## config.mk

```make
export PLATFORM = sky130hd
export DESIGN_NAME = imem_loader
export DESIGN_NICKNAME = d
export VERILOG_FILES = /design/src/rtl/imem_loader.sv
export SDC_FILE = /design/constraint.sdc
export NUM_CORES = 1
export LEC_CHECK = 0
export BUFFER_PORTS_ARGS = -buffer_cell sky130_fd_sc_hd__buf_2
export CAP_MARGIN = 30
export CORE_MARGIN = 3
export CORE_UTILIZATION = 57
export CTS_CLUSTER_DIAMETER = 50
export DETAILED_ROUTE_END_ITERATION = 12
export GPL_TIMING_DRIVEN = 0
export PLACE_DENSITY = 0.89
export SKIP_CTS_REPAIR_TIMING = 1
export SLEW_MARGIN = 20
export SYNTH_ARGS = -nofsm -noshare
export SYNTH_HDL_FRONTEND = slang
export SYNTH_SLANG_ARGS = --single-unit
export TNS_END_PERCENT = 30
```

## constraint.sdc

```tcl
create_clock -name clk -period 2.5 [get_ports clk]
set_input_delay 0.25 -clock clk [delete_from_list [all_inputs] [get_ports clk]]
set_output_delay 0.25 -clock clk [all_outputs]
set_load 0.1 [all_outputs]
```

## src/rtl/imem_loader.sv

```systemverilog
// imem_loader: byte-stream program loader feeding the instruction memory write port.
// Stream: LEN_HI, LEN_LO (N words), then N x (WORD_HI, WORD_LO), big-endian words.
// Optional feature macro LOADER_CHECKSUM_EN: a trailing XOR checksum byte is expected.
module imem_loader #(
  parameter int unsigned ADDR_W     = 8,
  parameter int unsigned IMEM_DEPTH = 256
) (
  input  logic              clk,
  input  logic              rst,
  input  logic              start,
  input  logic              in_valid,
  input  logic [7:0]        in_data,
  output logic              in_ready,
  output logic              imem_we,
  output logic [ADDR_W-1:0] imem_addr,
  output logic [15:0]       imem_wdata,
  output logic              ready,
  output logic              busy,
  output logic              err,
  output logic [15:0]       words_loaded
);

  typedef enum logic [2:0] {
    StIdle,
    StLenHi,
    StLenLo,
    StDatHi,
    StDatLo,
`ifdef LOADER_CHECKSUM_EN
    StCsum,
`endif
    StDone,
    StError
  } state_e;

  // State entered once the payload is complete (or N == 0).
`ifdef LOADER_CHECKSUM_EN
  localparam state_e StPost = StCsum;
`else
  localparam state_e StPost = StDone;
`endif

  state_e            state_q, state_d;
  logic [7:0]        len_hi_q;
  logic [15:0]       len_q;
  logic [7:0]        hi_q;
  logic [15:0]       wdata_q;
  logic              we_q;
  logic [ADDR_W-1:0] addr_q;
  logic [15:0]       words_q;
`ifdef LOADER_CHECKSUM_EN
  logic [7:0]        csum_q;
`endif

  logic        xfer;
  logic        load_start;
  logic [15:0] len_full;

  assign xfer       = in_valid && in_ready;
  assign len_full   = {len_hi_q, in_data};
  assign load_start = start && (state_q == StIdle || state_q == StDone || state_q == StError);

  // Next-state logic
  always_comb begin
    state_d = state_q;
    unique case (state_q)
      StIdle, StDone, StError: if (start) state_d = StLenHi;
      StLenHi: if (xfer) state_d = StLenLo;
      StLenLo: begin
        if (xfer) begin
          if (len_full == 16'd0)                     state_d = StPost;
          else if ({16'd0, len_full} > IMEM_DEPTH)   state_d = StError;
          else                                       state_d = StDatHi;
        end
      end
      StDatHi: if (xfer) state_d = StDatLo;
      StDatLo: begin
        if (xfer) state_d = (words_q + 16'd1 == len_q) ? StPost : StDatHi;
      end
`ifdef LOADER_CHECKSUM_EN
      StCsum: if (xfer) state_d = (in_data == csum_q) ? StDone : StError;
`endif
      default: state_d = StIdle;
    endcase
  end

  // State register
  always_ff @(posedge clk or posedge rst) begin
    if (rst) state_q <= StIdle;
    else     state_q <= state_d;
  end

  // Datapath: length/byte capture, registered write port, counters
  always_ff @(posedge clk or posedge rst) begin
    if (rst) begin
      len_hi_q <= '0;
      len_q    <= '0;
      hi_q     <= '0;
      wdata_q  <= '0;
      we_q     <= 1'b0;
      addr_q   <= '0;
      words_q  <= '0;
`ifdef LOADER_CHECKSUM_EN
      csum_q   <= '0;
`endif
    end else begin
      we_q <= 1'b0;
      // Hold the address on the final word so the counter never wraps.
      if (we_q && words_q != len_q) addr_q <= addr_q + ADDR_W'(1);
      if (load_start) begin
        addr_q  <= '0;
        words_q <= '0;
`ifdef LOADER_CHECKSUM_EN
        csum_q  <= '0;
`endif
      end
      if (xfer) begin
`ifdef LOADER_CHECKSUM_EN
        csum_q <= csum_q ^ in_data;
`endif
        case (state_q)
          StLenHi: len_hi_q <= in_data;
          StLenLo: len_q    <= len_full;
          StDatHi: hi_q     <= in_data;
          StDatLo: begin
            wdata_q <= {hi_q, in_data};
            we_q    <= 1'b1;
            words_q <= words_q + 16'd1;
          end
          default: ;
        endcase
      end
    end
  end

  // Output decode
  always_comb begin
    busy = 1'b0;
    case (state_q)
`ifdef LOADER_CHECKSUM_EN
      StCsum,
`endif
      StLenHi, StLenLo, StDatHi, StDatLo: busy = 1'b1;
      default: busy = 1'b0;
    endcase
    in_ready = busy;
    // ready waits out the final write so it rises the cycle after it.
    ready    = (state_q == StDone) && !we_q;
    err      = (state_q == StError);
  end

  assign imem_we      = we_q;
  assign imem_addr    = addr_q;
  assign imem_wdata   = wdata_q;
  assign words_loaded = words_q;

endmodule
```

==> results.md, run 1 <==
- The run finished with clean final reports.
- Setup violations remaining at the end of the flow were counted as 0.
- Summed over all layers, the routed wires come to 9.53 mm.
- Global routing used about a quarter of the available tracks across all layers.
- Counting flops with an async set or reset pin after synthesis yields a share of between 90% and 100%.
- Combinational logic burns 48.3% of the power.
- In this run the tightest slew margin relative to its limit is 47.6%.
- The die span in x is ~88 um.
- Dividing the synthesized area by the synthesized cell count gives between 10 and 15 um2.
- The final hold violation count is 0.
- The standard cell core area is around 6500 um2.
- During synthesis, Yosys emitted a total of 0 warnings.
- For this configuration, the core starts out at a cell density of 60.0%.
- The number of buffer cells added on primary ports is 55.
- Of the available clock period, the critical path in the final layout requires 89.8%.
- The routed design could run at a clock period as short as 2250 ps.
- In this run the count of I/O pins placed on the die edge is 57.
- Counting the buffers created by CTS gives 9.
- Of the total power, the share spent switching nets is about half.
- After detailed placement, the design holds a cell count of just over 500.
- The relative contribution of sequential cells to total power is ~33%.
- The setup path with the least slack is of type register to register.
- In the final routed layout, each cell accounts on average for around 18 um.
- The worst hold path was traced through 3 stages.
- The largest buffer count on any clock path is 2.
- Clock skew on the completed layout was measured at 7.06 ps.
- In the layout the commonest cells are sky130_fd_sc_hd__dfrtp_1 (76), sky130_fd_sc_hd__nand2_1 (66), sky130_fd_sc_hd__buf_2 (60).
- The count of inserted antenna diode cells is 0.
- The filler cell count in the final layout is a little under 500.
- The highest layer touched by signal routing is met4.
- The data required time of the worst path is between 2000 and 3000 ps.
- The number of global-route vias before repair is between 3,000 and 4,000.
- The clock network fraction of total power is a little under a fifth.
- The post-route total power is between 6 and 7 mW.
- The arrival time at the worst endpoint is 2490 ps.
- The total met2 wirelength after detailed routing is between 4 and 5 mm.
- The first TritonRoute pass finished after 6 iterations.
- At the end of routability-driven placement, the weighted congestion stood at ~0.94.
- Cell internal power was estimated by the tool at roughly 3.2 mW.
- The number of sinks handled by clock tree synthesis is 76.
- Clock tree synthesis selected as its root buffer the cell sky130_fd_sc_hd__clkbuf_8.
- The destination of the worst register-to-register timing path is state_q[1]$_DFFE_PP0P_.
- Synthesis handed over a netlist of between 300 and 400 instances.
- The ratio of routed vias to standard cells is between 6 and 7.
- After floorplanning, the core was divided into 29 placement rows.
- The critical hold path startpoint is in_data[7].
- In this run the worst path has a maximum fanout of 7.
- The initial antenna violation count is 0.
- The number of levels in the clock H-tree is 3.
- The wire-length estimate of the detail-placed layout is about 6.7 mm.
- The clock reaches the later pin of the worst-skew pair after roughly 350 ps.
- The reg2reg setup slack is roughly 250 ps.
- The floorplan step defined a die boundary enclosing just under 8000 um2.
- Of the cells placed in the final design, the portion with a size suffix greater than 1 is between 20% and 30%.
- In the final design database the tool counted about 460 nets.
- The number of distinct library cells after synthesis is 57.
- Adding up every negative setup slack in the final design gives 0 ps.
- Setup repair after global routing left no endpoint under its margin.
- The worst setup path is launched from a register.
- The ratio of total power to cell area is ~1400 nW/um2.
- The count of flip-flops with a built-in enable after synthesis is 0.
- The worst register-to-register path has a depth of 7.
- Entering global routing, the biggest net connects 53 pins.
- The relative area change from synthesis to final layout is 17.6%.
- The synthesized design contains 76 register bits.
- For the pin with the worst max-slew slack, the measured transition is approximately 780 ps.
- The number of nets handed over by synthesis was just under 400.
- For this design the static power due to leakage is between 2 and 2.5 nW.
- For this run the aggregate overflow at the end of global routing stands at 0.
- The startpoint of the most critical register-to-register path is words_loaded[0]$_DFF_PP0_.
- TritonCTS built the clock tree.
- The sequential area share after synthesis is 49.0%.
- The mapped netlist covers a little under 4000 um2.
- The final non-filler cell total is 529.
- The wire length on met3 is approximately 600 um.
- The count of final max-slew check failures came to 0.
- The initial detailed-routing violation count is ~210.
- The die is between 80 and 90 um tall.
- The final routed DRC violation total is 0.
- The detail route stage leaves a number of antenna-violating nets equal to 0.
- The met1 routed wirelength after detailed routing is around 4.0 mm.
- The type of destination of the critical path is a register.
- The most common cell after layout, fill and taps aside is sky130_fd_sc_hd__dfrtp_1.
- The global-route wire length before repair is about 16 mm.
- Among all flip-flop cells after synthesis, the most frequent one is sky130_fd_sc_hd__dfrtp_1.
- Detailed routing inserted a total of 3,226 vias.
- Summed over all nets, the switching power comes to 3.05 mW.
- The post-CTS clock slew at the launch and capture registers of the worst setup and hold paths is about 80 ps.
- VDD sags by at most approximately 0.0013 V.
- The path with the worst hold slack has its endpoint at imem_wdata[7]$_DFFE_PP0P_.
- The tool flagged a number of max-cap violations equal to 0.
- Timing would allow up to roughly 450 MHz.
- The classification of the worst-slack hold path is input port to register.
==> how the worst max path moves through the flow <==
| stage | startpoint | to | slack, ps | cells past startpoint |
|---|---|---|---|---|
| 4_1_cts | words_loaded[0]$_DFF_PP0_ | state_q[1]$_DFFE_PP0P_ | 310 | 7 |
| 3_5_place_dp | words_loaded[0]$_DFF_PP0_ | state_q[1]$_DFFE_PP0P_ | 300 | 7 |
| 6_report | words_loaded[0]$_DFF_PP0_ | state_q[1]$_DFFE_PP0P_ | 250 | 7 |
| 2_1_floorplan | state_q[2]$_DFFE_PP0P_ | in_ready | -520 | 3 |
| 3_3_place_gp | rst | len_hi_q[7]$_DFFE_PP0P_ | -450 | 2 |
| 5_1_grt | words_loaded[2]$_DFF_PP0_ | state_q[1]$_DFFE_PP0P_ | 40 | 7 |
==> per-stage QoR <==
stage / cell area [um2] / setup slack, ps / util, % / hold WS (ps)
finish: 4560 / 254 / 70.6 / 174
CTS: 4550 / 308 / 70.4 / -140
global placement: 4260 / -445 / 65.9 / 448
floorplan: 3890 / -519 / - / 355
global route: 4560 / 37.7 / 70.6 / 181
detailed placement: 4290 / 301 / 66.4 / 246
==> power by group through the flow <==
stage	logic, mW	registers, mW	clock network (mW)
floorplan	1.44	3.04	0
global placement	2.92	2.02	0
detailed placement	3.01	2.04	0
CTS	3.03	2.04	1.20
global route	3.20	2.10	1.26
finish	3.02	2.04	1.19
==> worst max-delay path, stage by stage, from the launching register on <==
cell and delay [ps]:
sky130_fd_sc_hd__dfrtp_1 500, sky130_fd_sc_hd__ha_1 320, sky130_fd_sc_hd__nand2_1 180, sky130_fd_sc_hd__nor2_1 250, sky130_fd_sc_hd__xnor2_1 110, sky130_fd_sc_hd__nor4_1 340
sky130_fd_sc_hd__o2111ai_1 230, sky130_fd_sc_hd__a21o_1 220
==> sequential cells by signal, summed over array words and instances (netlist names) <==
signal        count
hi_q              8
imem_addr         8
imem_wdata       16
imem_we           1
len_hi_q          8
len_q            16
state_q           3
words_loaded     16
==> cells in the mapped netlist (4+ instances only) <==
master	n	area, um2
sky130_fd_sc_hd__mux2_2	34	383
sky130_fd_sc_hd__or3_1	6	37.5
sky130_fd_sc_hd__xnor2_1	16	140
sky130_fd_sc_hd__o21ai_1	7	35.0
sky130_fd_sc_hd__nand3_1	15	75.1
sky130_fd_sc_hd__buf_2	5	25.0
sky130_fd_sc_hd__nand2_1	66	248
sky130_fd_sc_hd__a21oi_1	15	75.1
sky130_fd_sc_hd__nand4_1	6	37.5
sky130_fd_sc_hd__o211ai_1	4	30.0
sky130_fd_sc_hd__xor2_1	16	140
sky130_fd_sc_hd__o21ai_0	15	75.1
sky130_fd_sc_hd__nor2_1	20	75.1
sky130_fd_sc_hd__nor4_1	8	50.1
sky130_fd_sc_hd__dfrtp_1	76	1900
sky130_fd_sc_hd__clkbuf_1	8	30.0
sky130_fd_sc_hd__inv_1	5	18.8
==> per-layer routing <==
layer	up-vias	global-route usage (%)
met5	-	0
met3	29	5.21
met1	1578	34.3
met4	0	10.3
li1	1479	-
met2	140	44.4
==> cell type report <==
type	count	area, um2	area share [%]
sequential	76	1900	41.7
clock buffer	11	151	3.32
inverter	6	25.0	0.549
timing repair buffer	57	313	6.86
multi-input combinational	280	1870	41.1
clock inverter	5	108	2.36
tap	77	96.3	2.11
buffer	17	88.8	1.95
==> cells by family (layout without fill, tap and decap cells) <==
logic type                 after synthesis  after routing  synth area share [%]
muxes                                   35             35                  10.1
DFF                                     76             76                  49.0
AOI/OAI and AO/OA                       64             64                  10.5
xor gates and xnor gates                33             33                  7.94
buffers and inverters                   23             96                  2.87
and+or+nand+nor                        146            146                  18.8
adders and majority gates                2              2                 0.645
Power figures use the tool's default switching activity.
==> run 2: changes to the inputs <==
Settings changed: ABC_AREA set to 1.
==> run 2 against run 1 <==
  * Total power shrank 2.1%
  * Die area is 1.7% higher
  * Register-to-register slack improved by 130 ps
  * Combinational power is 3% higher
  * First-iteration DRC count up 4.3%
  * Via count up 9.2%
  * Clock power decreased by 15%
  * Wire length fell by 2.7%
  * Largest cell class unchanged
==> results.md, run 2 <==
- The most common cell in the synthesized netlist is sky130_fd_sc_hd__nand2_1.
- The clock root buffer is sky130_fd_sc_hd__clkbuf_8.
- Setup slack on the worst reg-to-reg path comes out at roughly 380 ps.
- The later-pin clock latency in the skew report is 350 ps.
- The final cycle utilization of the critical path is between 80% and 90%.
- Along the worst path, the maximum fanout reaches 5.
- The destination of the worst register-to-register timing path is state_q[1]$_DFFE_PP0P_.
- The top cell types in the final layout, fill and taps aside, are sky130_fd_sc_hd__nand2_1 (157), sky130_fd_sc_hd__dfrtp_1 (76), sky130_fd_sc_hd__buf_2 (59).
- The number of global-route vias before repair came to ~3,400.
- Tracing the worst setup path back leads to its startpoint at state_q[0]$_DFFE_PP0P_.
- Dividing total power by cell area gives a power density of ~1300 nW/um2.
- The clock tree from TritonCTS is done.
- The worst setup path is of the register to output port kind.
- The pin count of the biggest net entering global routing is 59.
- The final hold violation count is 0.
- Static timing analysis puts the maximum clock frequency at between 400 and 500 MHz.
- The classification of the worst-slack hold path is input port to register.
- Sorting the synthesized cells by how often they occur yields sky130_fd_sc_hd__nand2_1 (157), sky130_fd_sc_hd__dfrtp_1 (76), sky130_fd_sc_hd__inv_1 (54), sky130_fd_sc_hd__o21ai_0 (48), sky130_fd_sc_hd__nor2_1 (32).
- At the worst endpoint, the arrival time is roughly 2000 ps.
- The H-tree was split into 3 levels.
- The area growth from synthesis to layout is 15.8%.
- In this run the vertical extent of the chip is around 89 um.
- The final count of negative-setup-slack endpoints is 0.
- Counting buffers and inverters, the worst setup path is 7 cells deep.
- The detailed router placed between 3,000 and 4,000 vias in this run.
- The synthesized netlist devotes 5.77% of its cell area to XOR and XNOR gates.
- Counting flops with a built-in enable in the synthesized netlist gives 0.
- The count of final max-slew check failures is 0.
- The top cell type by area accounts for 48.2% of the synthesized area.
- The most numerous cell type found on the critical path is sky130_fd_sc_hd__inv_1.
- The largest buffer count on any clock path is 2.
- The area of the die is ~8000 um2.
- The number of clock buffers added by TritonCTS is 9.
- Yosys attributes the largest share of cell area to sky130_fd_sc_hd__dfrtp_1 (48%), sky130_fd_sc_hd__nand2_1 (15%), sky130_fd_sc_hd__o21ai_0 (6.1%), sky130_fd_sc_hd__inv_1 (5.1%), sky130_fd_sc_hd__nand3_1 (3.7%).
- Measured along the x axis, the die boundary spans roughly 89 um.
- The cell count of the worst reg-to-reg path is 14.
- Of the cells placed in the final design, the portion with a size suffix greater than 1 is between 10% and 20%.
- After detailed routing, the total wire length is slightly above 9 mm.
- The share of the synthesized area in compound gates (AO/OA/AOI/OAI) is about 8.5%.
- The mean instance size in the synthesized netlist is about 7.9 um2.
- The clock skew after layout is around 6.7 ps.
- The library cell used most frequently in the layout, excluding fill and tap cells, is sky130_fd_sc_hd__nand2_1.
- The count of inserted antenna diode cells is 0.
- The average wire per cell in the routed design is 14.3 um.
- Sequential elements use between 40% and 50% of the synthesized area.
- The highest ir drop seen on vdd is about 0.0012 V.
- The signal on the critical path passes through inv_1 -> nand2_1 -> nor2_1 -> nor3_1 -> inv_1 -> buf_4 -> buf_2.
- The share of cell area taken by muxes after synthesis is 0.824%.
- The startpoint of the most critical register-to-register path is words_loaded[0]$_DFF_PP0_.
- STA classifies the critical path startpoint as a register.
- For the worst setup path, the data required time is between 2000 and 2500 ps.
- The global-route wire length before repair is around 16 mm.
- The initial utilization of the core area, before any placement, comes to around three fifths.
- The area of the mapped netlist is 3950 um2.
- The worst setup path is captured at an output port.
- The floorplan has 29 rows.
- The most used flip-flop cell after synthesis is sky130_fd_sc_hd__dfrtp_1.
- The register bit count reported by yosys is 76.
- The number of maximum-capacitance violations is 0.
- The worst path in the final design needs a cycle of between 2000 and 2500 ps, including I/O delays and setup.
- The run finished with clean final reports.
- The first routing iteration left ~220 violations.
- The cell family with the largest share of critical-path delay is buffers and inverters.
- The count of buffer and inverter cells on the critical path is 4.
- Across all hold checks on the routed design, the worst slack comes to 245 ps.
- The count of nets left with antenna violations once routing finished came out at 0.
- The critical path ends at in_ready.
- Setup repair after global routing left no endpoint under its margin.
- Synthesis produced a netlist with a net count of 516.
- Input and output buffers added on the ports amount to 56.
- The number of cells after detailed placement is approximately 640.
- For this run, the number of Yosys warnings is 0.
- The leading area contributor after synthesis is sky130_fd_sc_hd__dfrtp_1.
- The standard cell core area is roughly 6500 um2.
- After detailed routing, the number of vias per cell comes to 5.41.
- Routability-driven placement finished with a final weighted congestion of 0.914.
- The final routed DRC violation total is 0.
- For this run, the number of standard cells in the final layout without fillers is about 650.
- Global routing used about a quarter of the available tracks.
- Clock tree synthesis found a total of 76 sinks.
- 57 I/O pins were placed.
- The number of iterations in the first detailed-routing pass is 5.
- The post-CTS clock slew at the launch and capture registers of the worst setup and hold paths is roughly 80 ps.
- The critical path's largest stage delay is between 400 and 500 ps.
- Synthesis handed over a netlist of about 500 instances.
- The fraction of synthesis flops using an asynchronous set or reset pin is 100%.
- The cell type of the slowest stage on the worst timing path is sky130_fd_sc_hd__buf_2.
- The standby leakage power is 2.47 nW.
- The number of distinct library cells after synthesis is 36.
- The fraction of the mapped netlist area in adder cells is 0.634%.
- Summing the areas of all and, or, nand and nor instances in the mapped netlist gives 29.2% of the synthesized area.
- The number of nets at the end of the flow is a little under 600.
- The main combinational cell family by area after synthesis is simple AND/OR/NAND/NOR gates.
- Summed over all layers, the global routing overflow is 0.
- The placed wire-length estimate after detailed placement is 6.79 mm.
- For this run, the share of the core covered by cells in the final layout is 70.0%.
- The initial antenna violation count came to 0.
- The relative slew slack is between 60% and 70%.
- The transition time of the tightest slew-check pin is about 600 ps.
[run 2: cell types whose count changed after synthesis, moves of 8 or more]
cell | previous run | this run
sky130_fd_sc_hd__nand2_1 | 66 | 157
sky130_fd_sc_hd__inv_1 | 5 | 54
sky130_fd_sc_hd__o21ai_0 | 15 | 48
sky130_fd_sc_hd__mux2_2 | 34 | 2
sky130_fd_sc_hd__nand3_1 | 15 | 29
sky130_fd_sc_hd__nor2_1 | 20 | 32
sky130_fd_sc_hd__a21oi_1 | 15 | 7
[run 2: power breakdown]
part           switching [mW]  internal, mW
combinational            2.45         0.664
clock                   0.453         0.553
sequential              0.343          1.65
[run 2: through the flow]
stage	worst slack (ps)	setup TNS [ps]	area (um2)	power, mW
finish	299	0	4570	6.12
global route	138	0	4570	6.49
CTS	315	0	4560	6.13
detailed placement	388	0	4360	5.11
global placement	-460	-34580	4330	5.02
floorplan	73.5	0	3950	4.54
[run 2: layout make-up]
| cell class | count | area [um2] |
|---|---|---|
| inverters | 57 | 216 |
| flip-flops and latches | 76 | 1900 |
| repair buffers | 58 | 318 |
| plain buffers | 14 | 61.3 |
| clock buffers | 10 | 128 |
| multi-input cells | 355 | 1770 |
| fillers | 506 | 1960 |
| well taps | 77 | 96.3 |
| clock inverters | 4 | 76.3 |
[run 2: how the worst min path moves through the flow]
stage / depth (start not counted) / end / slack [ps] / startpoint
floorplan: 2 / imem_wdata[10]$_DFFE_PP0P_ / 440 / hi_q[2]$_DFFE_PP0P_
global placement: 2 / imem_wdata[14]$_DFFE_PP0P_ / 450 / hi_q[6]$_DFFE_PP0P_
detailed placement: 2 / imem_addr[1]$_DFFE_PP0P_ / 210 / rst
CTS: 2 / imem_addr[1]$_DFFE_PP0P_ / -170 / rst
global route: 3 / len_hi_q[2]$_DFFE_PP0P_ / 270 / in_data[2]
finish: 3 / len_hi_q[6]$_DFFE_PP0P_ / 250 / in_data[6]
[run 2: cells by family after synthesis]
| family | count (synthesis) |
|---|---|
| and+or+nand+nor | 260 |
| DFF | 76 |
| buffers and inverters | 71 |
| AOI/OAI and AO/OA | 64 |
| xor gates and xnor gates | 26 |
| muxes | 3 |
| adders and majority gates | 2 |
[run 2: metal layers]
metal	global-route usage [%]	up-vias	part of all wire, %
li1	-	1747	-
met1	33.5	1611	44
met2	41.0	136	47
met3	4.06	30	6.2
met4	13.4	0	3.3
met5	0	-	0
[run 2: worst min-delay path, delay by kind of cell]
family	cells	cell delay, ps
AOI/OAI and AO/OA	1	160
buffers and inverters	2	150
